$ cat config.mk
export PLATFORM = sky130hd
export DESIGN_NAME = mem_stage_flat
export DESIGN_NICKNAME = d
export VERILOG_FILES = /design/src/rtl/mem_stage_pkg.sv /design/src/rtl/mem_stage_if.sv /design/src/rtl/mem_stage_pipe_reg.sv /design/src/rtl/mem_stage.sv /design/src/flat_wrapper.sv
export SDC_FILE = /design/constraint.sdc
export NUM_CORES = 1
export LEC_CHECK = 0
export ABC_CLOCK_PERIOD_IN_PS = 1250
export BUFFER_PORTS_ARGS = -buffer_cell sky130_fd_sc_hd__buf_2
export CAP_MARGIN = 20
export CORE_MARGIN = 10
export CORE_UTILIZATION = 43
export CTS_CLUSTER_SIZE = 25
export DETAILED_ROUTE_END_ITERATION = 6
export PLACE_DENSITY_LB_ADDON = 0.25
export SLEW_MARGIN = 20
export SYNTH_ARGS = -nofsm -noshare
export SYNTH_HDL_FRONTEND = slang
export SYNTH_HIERARCHICAL = 1
export SYNTH_SLANG_ARGS = --single-unit
export TNS_END_PERCENT = 20
$ cat constraint.sdc
create_clock -name clk -period 1.25 [get_ports clk]
set_input_delay 0.3125 -clock clk [delete_from_list [all_inputs] [get_ports clk]]
set_output_delay 0.3125 -clock clk [all_outputs]
set_load 0.01 [all_outputs]
$ cat src/rtl/mem_stage_pkg.sv
// Shared types and widths for the memory-access pipeline stage.
// Imported by the stage, its data-memory interface and the bench.
package mem_stage_pkg;

  localparam int DATA_W     = 32;
  localparam int REG_ADDR_W = 5;

  typedef enum logic {
    IDLE,
    WAIT
  } state_t;

  typedef struct packed {
    logic [DATA_W-1:0]     alu_res;
    logic [DATA_W-1:0]     rt_data;
    logic [REG_ADDR_W-1:0] rd;
    logic                  w_mem_ena;
    logic                  w_reg_ena;
    logic                  wb_sel;
  } ex_mem_t;

  typedef struct packed {
    logic [DATA_W-1:0]     w_data;
    logic [REG_ADDR_W-1:0] rd;
    logic                  w_reg_ena;
  } mem_wb_t;

  function automatic logic is_mem_op(
    input logic w_mem_ena,
    input logic wb_sel
  );
    return w_mem_ena | wb_sel;
  endfunction

  function automatic logic [DATA_W-1:0] word_addr(
    input logic [DATA_W-1:0] a
  );
    return {a[DATA_W-1:2], 2'b00};
  endfunction

endpackage

$ cat src/rtl/mem_stage_if.sv
// Data-memory request bus between the MEM stage and memory.
// The request stays asserted until the cycle in which ack is seen.
interface mem_stage_if;
  import mem_stage_pkg::*;

  logic              dmem_req;
  logic              dmem_we;
  logic [DATA_W-1:0] dmem_addr;
  logic [DATA_W-1:0] dmem_wdata;
  logic              dmem_ack;
  logic [DATA_W-1:0] dmem_rdata;

  modport master (
    output dmem_req,
    output dmem_we,
    output dmem_addr,
    output dmem_wdata,
    input  dmem_ack,
    input  dmem_rdata
  );

  modport slave (
    input  dmem_req,
    input  dmem_we,
    input  dmem_addr,
    input  dmem_wdata,
    output dmem_ack,
    output dmem_rdata
  );

endinterface

$ cat src/rtl/mem_stage_pipe_reg.sv
// Pipeline register with hold, synchronous clear and bubble load.
// Clear wins over enable; a bubble loads the BUBBLE pattern.
module pipe_reg #(
  parameter int           W      = 1,
  parameter logic [W-1:0] BUBBLE = '0
) (
  input  logic         clk,
  input  logic         rst,
  input  logic         en,
  input  logic         bubble,
  input  logic [W-1:0] d,
  output logic [W-1:0] q
);

  always_ff @(posedge clk) begin
    if (rst) begin
      q <= '0;
    end else if (en) begin
      q <= bubble ? BUBBLE : d;
    end
  end

endmodule

$ cat src/rtl/mem_stage.sv
// MEM stage: EX/MEM and MEM/WB registers plus a two-state
// data-memory FSM that stalls upstream until ack arrives.
module mem_stage
  import mem_stage_pkg::*;
(
  input  logic                  clk,
  input  logic                  rst,
  input  logic                  ex_valid,
  input  logic [DATA_W-1:0]     ex_alu_res,
  input  logic [DATA_W-1:0]     ex_rt_data,
  input  logic [REG_ADDR_W-1:0] ex_rd,
  input  logic                  ex_w_mem_ena,
  input  logic                  ex_w_reg_ena,
  input  logic                  ex_wb_sel,
  output logic                  stall,
  mem_stage_if.master           dmem,
  output logic [DATA_W-1:0]     ex_mem_alu_res,
  output logic [REG_ADDR_W-1:0] ex_mem_rd,
  output logic                  ex_mem_w_reg_ena,
  output logic [DATA_W-1:0]     wb_w_data,
  output logic [REG_ADDR_W-1:0] wb_rd,
  output logic                  wb_w_reg_ena
);

  state_t  state;
  ex_mem_t ex_in;
  ex_mem_t ex_q;
  mem_wb_t wb_in;
  mem_wb_t wb_q;
  logic    in_wait;
  logic    capture_mem;

  assign in_wait = (state == WAIT);
  assign stall   = in_wait & ~dmem.dmem_ack;

  assign capture_mem = ex_valid & ~stall
    & is_mem_op(ex_w_mem_ena, ex_wb_sel);

  // x0 writes are dropped here so forwarding never sees them
  always_comb begin
    ex_in = '0;
    ex_in.alu_res   = ex_alu_res;
    ex_in.rt_data   = ex_rt_data;
    ex_in.rd        = ex_rd;
    ex_in.w_mem_ena = ex_w_mem_ena;
    ex_in.w_reg_ena = ex_w_reg_ena & (ex_rd != '0);
    ex_in.wb_sel    = ex_wb_sel;
  end

  pipe_reg #(
    .W ($bits(ex_mem_t))
  ) u_ex_mem (
    .clk    (clk),
    .rst    (rst),
    .en     (~stall),
    .bubble (~ex_valid),
    .d      (ex_in),
    .q      (ex_q)
  );

  // In IDLE the EX/MEM slot never holds a memory op
  always_comb begin
    wb_in = '0;
    wb_in.w_data    = ex_q.alu_res;
    wb_in.rd        = ex_q.rd;
    wb_in.w_reg_ena = ex_q.w_reg_ena;
    if (in_wait) begin
      if (ex_q.wb_sel) begin
        wb_in.w_data = dmem.dmem_rdata;
      end
      if (ex_q.w_mem_ena) begin
        wb_in.w_reg_ena = 1'b0;
      end
    end
  end

  pipe_reg #(
    .W ($bits(mem_wb_t))
  ) u_mem_wb (
    .clk    (clk),
    .rst    (rst),
    .en     (1'b1),
    .bubble (stall),
    .d      (wb_in),
    .q      (wb_q)
  );

  always_ff @(posedge clk) begin
    if (rst) begin
      state <= IDLE;
    end else begin
      unique case (state)
        IDLE: begin
          if (capture_mem) begin
            state <= WAIT;
          end
        end
        WAIT: begin
          if (dmem.dmem_ack && !capture_mem) begin
            state <= IDLE;
          end
        end
        default: state <= IDLE;
      endcase
    end
  end

  assign dmem.dmem_req   = in_wait;
  assign dmem.dmem_we    = in_wait & ex_q.w_mem_ena;
  assign dmem.dmem_addr  =
    in_wait ? word_addr(ex_q.alu_res) : '0;
  assign dmem.dmem_wdata = in_wait ? ex_q.rt_data : '0;

  assign ex_mem_alu_res   = ex_q.alu_res;
  assign ex_mem_rd        = ex_q.rd;
  assign ex_mem_w_reg_ena = ex_q.w_reg_ena;

  assign wb_w_data    = wb_q.w_data;
  assign wb_rd        = wb_q.rd;
  assign wb_w_reg_ena = wb_q.w_reg_ena;

endmodule

$ cat src/flat_wrapper.sv
// flat-port wrapper written by rule: the top's interface ports become plain ports
module mem_stage_flat import mem_stage_pkg::*;
  (clk, rst, ex_valid, ex_alu_res, ex_rt_data, ex_rd, ex_w_mem_ena, ex_w_reg_ena, ex_wb_sel, stall, ex_mem_alu_res, ex_mem_rd, ex_mem_w_reg_ena, wb_w_data, wb_rd, wb_w_reg_ena, dmem_dmem_req, dmem_dmem_we, dmem_dmem_addr, dmem_dmem_wdata, dmem_dmem_ack, dmem_dmem_rdata);
  mem_stage_if dmem_i ();
  input  logic clk;
  input  logic rst;
  input  logic ex_valid;
  input  logic [DATA_W-1:0] ex_alu_res;
  input  logic [DATA_W-1:0] ex_rt_data;
  input  logic [REG_ADDR_W-1:0] ex_rd;
  input  logic ex_w_mem_ena;
  input  logic ex_w_reg_ena;
  input  logic ex_wb_sel;
  output logic stall;
  output logic [DATA_W-1:0] ex_mem_alu_res;
  output logic [REG_ADDR_W-1:0] ex_mem_rd;
  output logic ex_mem_w_reg_ena;
  output logic [DATA_W-1:0] wb_w_data;
  output logic [REG_ADDR_W-1:0] wb_rd;
  output logic wb_w_reg_ena;
  output wire logic [$bits(dmem_i.dmem_req)-1:0] dmem_dmem_req;
  output wire logic [$bits(dmem_i.dmem_we)-1:0] dmem_dmem_we;
  output wire logic [$bits(dmem_i.dmem_addr)-1:0] dmem_dmem_addr;
  output wire logic [$bits(dmem_i.dmem_wdata)-1:0] dmem_dmem_wdata;
  input wire logic [$bits(dmem_i.dmem_ack)-1:0] dmem_dmem_ack;
  input wire logic [$bits(dmem_i.dmem_rdata)-1:0] dmem_dmem_rdata;
  assign dmem_dmem_req = dmem_i.dmem_req;
  assign dmem_dmem_we = dmem_i.dmem_we;
  assign dmem_dmem_addr = dmem_i.dmem_addr;
  assign dmem_dmem_wdata = dmem_i.dmem_wdata;
  assign dmem_i.dmem_ack = dmem_dmem_ack;
  assign dmem_i.dmem_rdata = dmem_dmem_rdata;
  mem_stage u_core (.clk(clk), .rst(rst), .ex_valid(ex_valid), .ex_alu_res(ex_alu_res), .ex_rt_data(ex_rt_data), .ex_rd(ex_rd), .ex_w_mem_ena(ex_w_mem_ena), .ex_w_reg_ena(ex_w_reg_ena), .ex_wb_sel(ex_wb_sel), .stall(stall), .dmem(dmem_i), .ex_mem_alu_res(ex_mem_alu_res), .ex_mem_rd(ex_mem_rd), .ex_mem_w_reg_ena(ex_mem_w_reg_ena), .wb_w_data(wb_w_data), .wb_rd(wb_rd), .wb_w_reg_ena(wb_w_reg_ena));
endmodule
==> flow_summary.ini, run 1 <==
[placement]
placed_cell_area_um2 = 6900
port_buffers = 248
dp_hpwl_um = 12900
place.gp.congestion = 0.795

[layout]
finalNetCount = 933
final_common_cell = buf_2
antennaDiodeCount = 0
final_cell_mix = buf_2 (237), nand2b_1 (110), dfxtp_1 (102)
area_growth_pct = 30.5
stdcell_area_um2 = 7270
final_layout_size_suffix_gt1_frac = 0.375

[clocking]
htreeDepth = 3
clkTransAtPathRegs_ns = 0.07
cts_buffers = 9
clock_sinks = 111
root_buffer = clkbuf_16
clock_latency_ns = 0.34
cts_buffer_depth = 2
cts_tree = done

[timing]
min_period_ns = 1.53
hold_slack_ns = 0.233
clock_skew_ns = 0.00669
timing.fmax_mhz = 653
finalCritPeriodShare = 1.23
rsz0062_at_grt = true
maxSlewViolCount = 0
setup_ws_ns = -0.282
hold_viol_final = 0
setup-violations-final = 102

[detailed_routing]
post_drt_wl_per_cell_um = 17.2
vias_per_cell = 4.99
drc_errors = 0
drt-total-wl_um = 17300
drtAntennaViolNets = 0
vias = 4994
dr.pass1.iters = 7
drt_iter0_markers = 226

[floorplanning]
die_y_um = 134
die_w_um = 134
core_area_um2 = 12700
start_util = 0.440
rows = 41
io_pins = 251
die_area_um2 = 17900

[synthesis]
yosysWarnings = 6
syn_avg_cell_area_um2 = 9.19
yosys.area_share.adder = 0
synthXorXnorAreaFrac = 0
synth_seq_cells = 111
synth_cell_type_count = 23
synth_top_family_by_area = simple AND/OR/NAND/NOR gates
yosys.area_share.simple = 0.354
muxShareOfSynthArea = 0.0647
synth_compound_area_frac = 0.109
ys_seq_area_frac = 0.399
netlist_area_um2 = 5570
syn_inst = 606

[setup_path]
crit_required_ns = 0.94
arrival_ns = 1.22
endpoint_kind = primary output
cp-start-kind = flip-flop
path_class = reg -> out
cp_max_fo = 32

[grt]
gr-total-overflow = 0
grt_pass1_wl_um = 27000
grt_max_degree = 69
grt_pass1_vias = 5107
track_usage = 0.183
antenna_found_initial = 0

[power]
powerDensity_nw_per_um2 = 1040
power_mw = 7.58
p_leak_nw = 3.27
ir_drop_mv = 0.544

[worst_hold_path]
hold_path_class = in -> reg

[run_status]
violations = negative setup slack
status = finished with violations

[job]
max_cap_violations = 0
-- layout make-up --
type / instances / area, µm²
fill: 1199 / 5400
multi-input combinational: 438 / 2980
sequential: 111 / 2240
timing repair buffer: 263 / 1560
clock buffer: 15 / 278
tap: 172 / 215
inverter: 2 / 10.0
-- cells by family after synthesis --
group	Yosys count
AO/OA/AOI/OAI	113
buffers and inverters	61
flip-flops	111
multiplexers	32
other	2
AND/OR/NAND/NOR	287
-- registers in the layout, indices dropped and copies added, names as in the netlist --
signal / count
u_core/u_mem_wb/q: 38
u_core/dmem.dmem_req: 1
u_core/u_ex_mem/q: 72
-- worst paths after layout --
kind	slack [ns]	depth (start not counted)	endpoint	start
worst min-delay path	0.23	3	u_core/u_ex_mem/q[61]	ex_alu_res[21]
worst max-delay path	-0.28	3	dmem_dmem_we	u_core/dmem.dmem_req
worst min register to register	0.46	2	u_core/u_ex_mem/q[29]	u_core/u_ex_mem/q[29]
worst max register to register	-0.05	5	u_core/u_mem_wb/q[20]	u_core/dmem.dmem_req
-- per-layer routing --
layer	GRT usage	vias up	share of wire
li1	-	2466	-
met5	0	-	0
met4	0.0520	0	0.011
met3	0.0627	16	0.085
met1	0.216	2355	0.42
met2	0.306	157	0.49
-- power by group --
group          internal, mW  switching (mW)  total (mW)
Combinational         0.536           0.536        1.07
Clock                  1.51            1.22        2.73
Sequential             3.68           0.105        3.78
Total                  5.73            1.86        7.58
-- Yosys cell counts --
library cell | n | area [µm²]
buf_2 | 11 | 55.1
clkbuf_2 | 2 | 10.0
clkbuf_1 | 29 | 109
o21a_1 | 1 | 7.51
dfxtp_1 | 111 | 2220
o21ai_0 | 1 | 5.00
inv_1 | 2 | 7.51
mux2_2 | 2 | 22.5
buf_6 | 4 | 45.0
nor2b_1 | 1 | 6.26
buf_8 | 9 | 135
a21oi_2 | 10 | 87.6
nand2b_1 | 111 | 694
mux2_1 | 30 | 338
a21oi_1 | 101 | 505
nand3b_2 | 10 | 113
or4_1 | 1 | 7.51
conb_1 | 2 | 7.51
nand2_2 | 1 | 6.26
nand3b_1 | 100 | 751
buf_12 | 1 | 20.0
buf_4 | 3 | 22.5
and2_1 | 63 | 394
-- critical path, stage by stage, from the launching register on --
cell and delay, ns:
dfxtp_4 0.39, buf_12 0.17, and2_1 0.17, buf_2 0.15
-- per-stage QoR --
| stage | instances | TNS [ns] | setup WS (ns) | util |
|---|---|---|---|---|
| after floorplan | 610 | -0.591 | -0.00985 | - |
| after global placement | 986 | -0.335 | -0.112 | 0.544 |
| after detailed placement | 986 | -0.840 | -0.160 | 0.544 |
| after CTS | 1001 | -17.48 | -0.303 | 0.569 |
| after global routing | 1001 | -25.18 | -0.342 | 0.574 |
| final | 1001 | -15.08 | -0.282 | 0.574 |
-- what timing repair did --
action                                  CTS  global route
resized for setup                         9            17
buffers inserted                          0             0
pin swaps                                 1             8
hold buffers                              0             0
endpoints found under the setup margin   98           178
Note: power is estimated with default switching activity, not from simulation.
==> run 2, diff against run 1 <==
- ABC_CLOCK_PERIOD_IN_PS: 1250 -> 1600
- CORE_UTILIZATION: 43 -> 48
- clock period: 1.25 -> 1.6 ns (I/O delays scaled with it)
==> flow_summary.ini, run 2 (same netlist as run 1, synthesis figures left out) <==
[timing]
setup-violations-final = 0
fin_setup_tns_ns = 0
min_period_ns = 1.59
hold_slack_ns = 0.313
setup_ws_ns = 0.00506
maxSlewViolCount = 0
rsz0062_at_grt = true
hold_viol_final = 0
finalCritPeriodShare = 0.997
clock_skew_ns = 0.00971
timing.fmax_mhz = 627

[setup_path]
arrival_ns = 1.19
r2r_end = u_core/u_ex_mem/q[62]
r2r_start = u_core/dmem.dmem_req
rrSetupSlack_ns = 0.23
endpoint_kind = primary output
path_class = reg -> out
crit_required_ns = 1.20
cp-start-kind = flip-flop
cp_max_fo = 36
worstRegToRegCells = 5

[detailed_routing]
drt-total-wl_um = 17300
drtAntennaViolNets = 0
dr.pass1.iters = 4
drt_iter0_markers = 336
post_drt_wl_per_cell_um = 17.9
drc_errors = 0
vias_per_cell = 5.13
vias = 4979

[grt]
gr-total-overflow = 0
grt_pass1_wl_um = 26800
antenna_found_initial = 1
track_usage = 0.200
grt_max_degree = 112
grt_pass1_vias = 5084

[layout]
fin_cells = 970
final_layout_size_suffix_gt1_frac = 0.366
largest-register = u_core/u_ex_mem/q
final_common_cell = buf_2
largest_reg_flops = 72
stdcell_area_um2 = 7110
final_cell_mix = buf_2 (244), nand2b_1 (110), dfxtp_1 (110)
finalNetCount = 931
fin_util = 0.625
area_growth_pct = 27.6

[power]
ir_drop_mv = 0.572
power_mw = 5.88
powerDensity_nw_per_um2 = 827
p_leak_nw = 3.23

[floorplanning]
die_y_um = 128
core_area_um2 = 11400
die_area_um2 = 16300
rows = 39
io_pins = 251
start_util = 0.490
die_w_um = 128

[run_status]
status = finished clean

[placement]
dp_cells = 955
port_buffers = 248
dp_hpwl_um = 12700
post-place-ws_ns = 0.145
place.gp.congestion = 0.836
placed_cell_area_um2 = 6790

[worst_hold_path]
hold_path_end = u_core/u_ex_mem/q[44]
min_path_cells = 3
hold_path_class = in -> reg
hp-start = ex_alu_res[4]

[clocking]
root_buffer = clkbuf_16
clock_latency_ns = 0.35
cts_buffers = 9
cts_buffer_depth = 2
cts_tree = done
clkTransAtPathRegs_ns = 0.07
clock_sinks = 111
htreeDepth = 3

[job]
max_cap_violations = 0
## run 2: changes by cell type in the layout (fill, tap and decap cells not counted), moves of 2 or more
cell | before | now
clkbuf_1 | 3 | 0
buf_6 | 10 | 3
a21oi_2 | 12 | 10
a21oi_1 | 99 | 101
buf_4 | 5 | 7
clkinvlp_4 | 0 | 2
dfxtp_2 | 8 | 0
dfxtp_1 | 102 | 110
buf_2 | 237 | 244
buf_12 | 11 | 7
## run 2: layout make-up
cell class / instances / area (µm²)
clock buffers: 11 / 253
clock inverters: 3 / 20.0
diodes: 1 / 2.50
fillers: 1004 / 4260
multi-input cells: 438 / 2970
repair buffers: 261 / 1450
inverters: 2 / 10.0
well taps: 143 / 179
flip-flops and latches: 111 / 2230
## run 2: power by group
| group | leakage [nW] | internal [mW] | switching [mW] |
|---|---|---|---|
| Sequential | 0.908 | 2.87 | 0.0848 |
| Combinational | 2.19 | 0.402 | 0.414 |
| Clock | 0.129 | 1.12 | 0.986 |
## run 2: repair_timing
item / 4_1_cts / 5_1_grt
setup endpoints to repair: 40 / 64
resized for setup: 8 / 3
hold buffers: 0 / 0
pin swaps: 0 / 3
setup buffers: 0 / 0
## run 2: critical path, stage by stage (launching register included)
cell,delay [ns]
dfxtp_4,0.39
buf_12,0.17
and2_1,0.15
buf_2,0.13
## run 2: worst max-delay path by stage
stage | startpoint | to | slack (ns) | depth (start not counted)
global route | u_core/dmem.dmem_req | dmem_dmem_wdata[12] | -0.07 | 3
detailed placement | ex_rd[0] | u_core/u_ex_mem/q[1] | 0.15 | 5
CTS | u_core/dmem.dmem_req | dmem_dmem_wdata[29] | -0.02 | 3
floorplan | u_core/dmem.dmem_req | dmem_dmem_addr[10] | 0.24 | 3
finish | u_core/dmem.dmem_req | dmem_dmem_wdata[11] | 0.005 | 3
global placement | ex_rd[0] | u_core/u_ex_mem/q[1] | 0.14 | 5
## run 2: per-layer routing
metal  part of all wire  global-route usage  vias up
met1               0.41               0.230     2337
met2               0.48               0.335      169
met4              0.018              0.0715        0
met5                  0                   0        -
li1                   -                   -     2455
met3              0.092              0.0703       18
==> run 3, diff against run 2 <==
- ABC_AREA: not set -> 0
- ABC_CLOCK_PERIOD_IN_PS: 1600 -> 1750
- REMOVE_ABC_BUFFERS: not set -> 1
- clock period: 1.6 -> 1.75 ns (I/O delays scaled with it)
==> flow_summary.ini, run 3 (same netlist as run 1, synthesis figures left out) <==
[run_status]
status = finished clean

[timing]
timing.fmax_mhz = 596
min_period_ns = 1.68
rsz0062_at_grt = false
finalCritPeriodShare = 0.958
setup_ws_ns = 0.0729
clock_skew_ns = 0.00876
maxSlewViolCount = 0
setup-violations-final = 0
hold_viol_final = 0

[detailed_routing]
drtAntennaViolNets = 0
dr.pass1.iters = 5
vias = 4939
post_drt_wl_per_cell_um = 16.9
drc_errors = 0
vias_per_cell = 5.09
drt_iter0_markers = 266
drt-total-wl_um = 16400

[clocking]
root_buffer = clkbuf_16
clkTransAtPathRegs_ns = 0.07
postCtsSetupBuffers = 0
clock_sinks = 111
htreeDepth = 3
cts_tree = done
cts_buffer_depth = 2
cts_buffers = 9
hold_buffers = 0
clock_latency_ns = 0.34

[grt]
gr-total-overflow = 0
track_usage = 0.190
grt_pass1_wl_um = 25800
grt_pass1_vias = 5124
antenna_found_initial = 2
grt_max_degree = 82

[placement]
post-place-ws_ns = 0.242
dp_hpwl_um = 11900
dp_cells = 954
port_buffers = 248
placed_cell_area_um2 = 6760
place.gp.congestion = 0.777

[layout]
largest-register = u_core/u_ex_mem/q
stdcell_area_um2 = 7100
fin_util = 0.625
area_growth_pct = 27.5
final_common_cell = buf_2
final_layout_size_suffix_gt1_frac = 0.363
final_cell_mix = buf_2 (247), nand2b_1 (110), dfxtp_1 (110)
finalNetCount = 930
largest_reg_flops = 72
fin_cells = 971

[worst_hold_path]
hold_path_class = in -> reg

[job]
max_cap_violations = 0

[setup_path]
path_class = reg -> out
cp_top_family = flip-flops
crit_required_ns = 1.31
worst_path_max_delay_cell = dfxtp_4
cp-start-kind = flip-flop
rrSetupSlack_ns = 0.34
arrival_ns = 1.24
timing.critical_path.buf_inv = 2
cp_max_fo = 42
critical_path.max_stage_delay_ns = 0.40
endpoint_kind = primary output
worstPathCellList = buf_12 -> and2_1 -> buf_2

[floorplanning]
die_y_um = 128
core_area_um2 = 11400
die_w_um = 128
io_pins = 251
rows = 39
start_util = 0.490
die_area_um2 = 16300

[power]
ir_drop_mv = 0.522
p_int_mw = 4.18
switching_share = 0.246
powerDensity_nw_per_um2 = 780
p_leak_nw = 3.23
power.share.clock = 0.381
p_comb_frac = 0.133
p_sw_mw = 1.36
p_seq_frac = 0.486
run 3: repair_timing:
| action | 4_1_cts | 5_1_grt |
|---|---|---|
| cloned | 0 | 0 |
| endpoints found under the setup margin | 45 | 47 |
| resized for setup | 3 | 4 |
run 3: worst reg2reg max path, delay by kind of cell, from the launching register on:
| kind | cells | cell delay (ns) |
|---|---|---|
| AO/OA/AOI/OAI | 1 | 0.06 |
| flip-flops | 1 | 0.38 |
| buffers and inverters | 1 | 0.28 |
| multiplexers | 1 | 0.39 |
| AND/OR/NAND/NOR | 2 | 0.17 |
run 3: per-layer routing:
metal / global-route usage / up-vias / wire, µm
met4: 0.0848 / 2 / 435
met3: 0.0575 / 31 / 1160
met2: 0.330 / 149 / 8270
met5: 0 / - / 13
met1: 0.208 / 2302 / 6550
li1: - / 2455 / -
run 3: stage by stage:
| step | TNS [ns] | power [mW] | hold WS (ns) |
|---|---|---|---|
| after floorplan | -229.52 | 3.10 | 0.435 |
| after global placement | 0 | 3.45 | 0.449 |
| after global routing | 0 | 5.79 | 0.347 |
| after detailed placement | 0 | 3.47 | 0.454 |
| final | 0 | 5.54 | 0.357 |
| after CTS | -0.0233 | 5.58 | 0.345 |
run 3: power by group through the flow:
stage | registers [mW] | clock network (mW) | logic, mW
2_1_floorplan | 2.78 | 0 | 0.324
4_1_cts | 2.69 | 2.16 | 0.732
3_3_place_gp | 2.74 | 0 | 0.710
3_5_place_dp | 2.75 | 0 | 0.725
5_1_grt | 2.71 | 2.27 | 0.813
6_report | 2.69 | 2.11 | 0.738
run 3: layout make-up:
type / instances / area, µm²
Sequential cell: 111 / 2230
Multi-Input combinational cell: 438 / 2970
Fill cell: 995 / 4270
Timing Repair Buffer: 260 / 1410
Tap cell: 143 / 179
Clock buffer: 12 / 256
Inverter: 2 / 7.51
Clock inverter: 4 / 53.8
Antenna cell: 1 / 2.50
run 3: worst paths after layout:
check,startpoint,to,depth (start not counted)
max,u_core/dmem.dmem_req,dmem_dmem_wdata[15],3
min,ex_rt_data[23],u_core/u_ex_mem/q[31],3
max reg2reg,u_core/dmem.dmem_req,u_core/u_mem_wb/q[23],5
min reg2reg,u_core/u_ex_mem/q[12],u_core/u_ex_mem/q[12],2
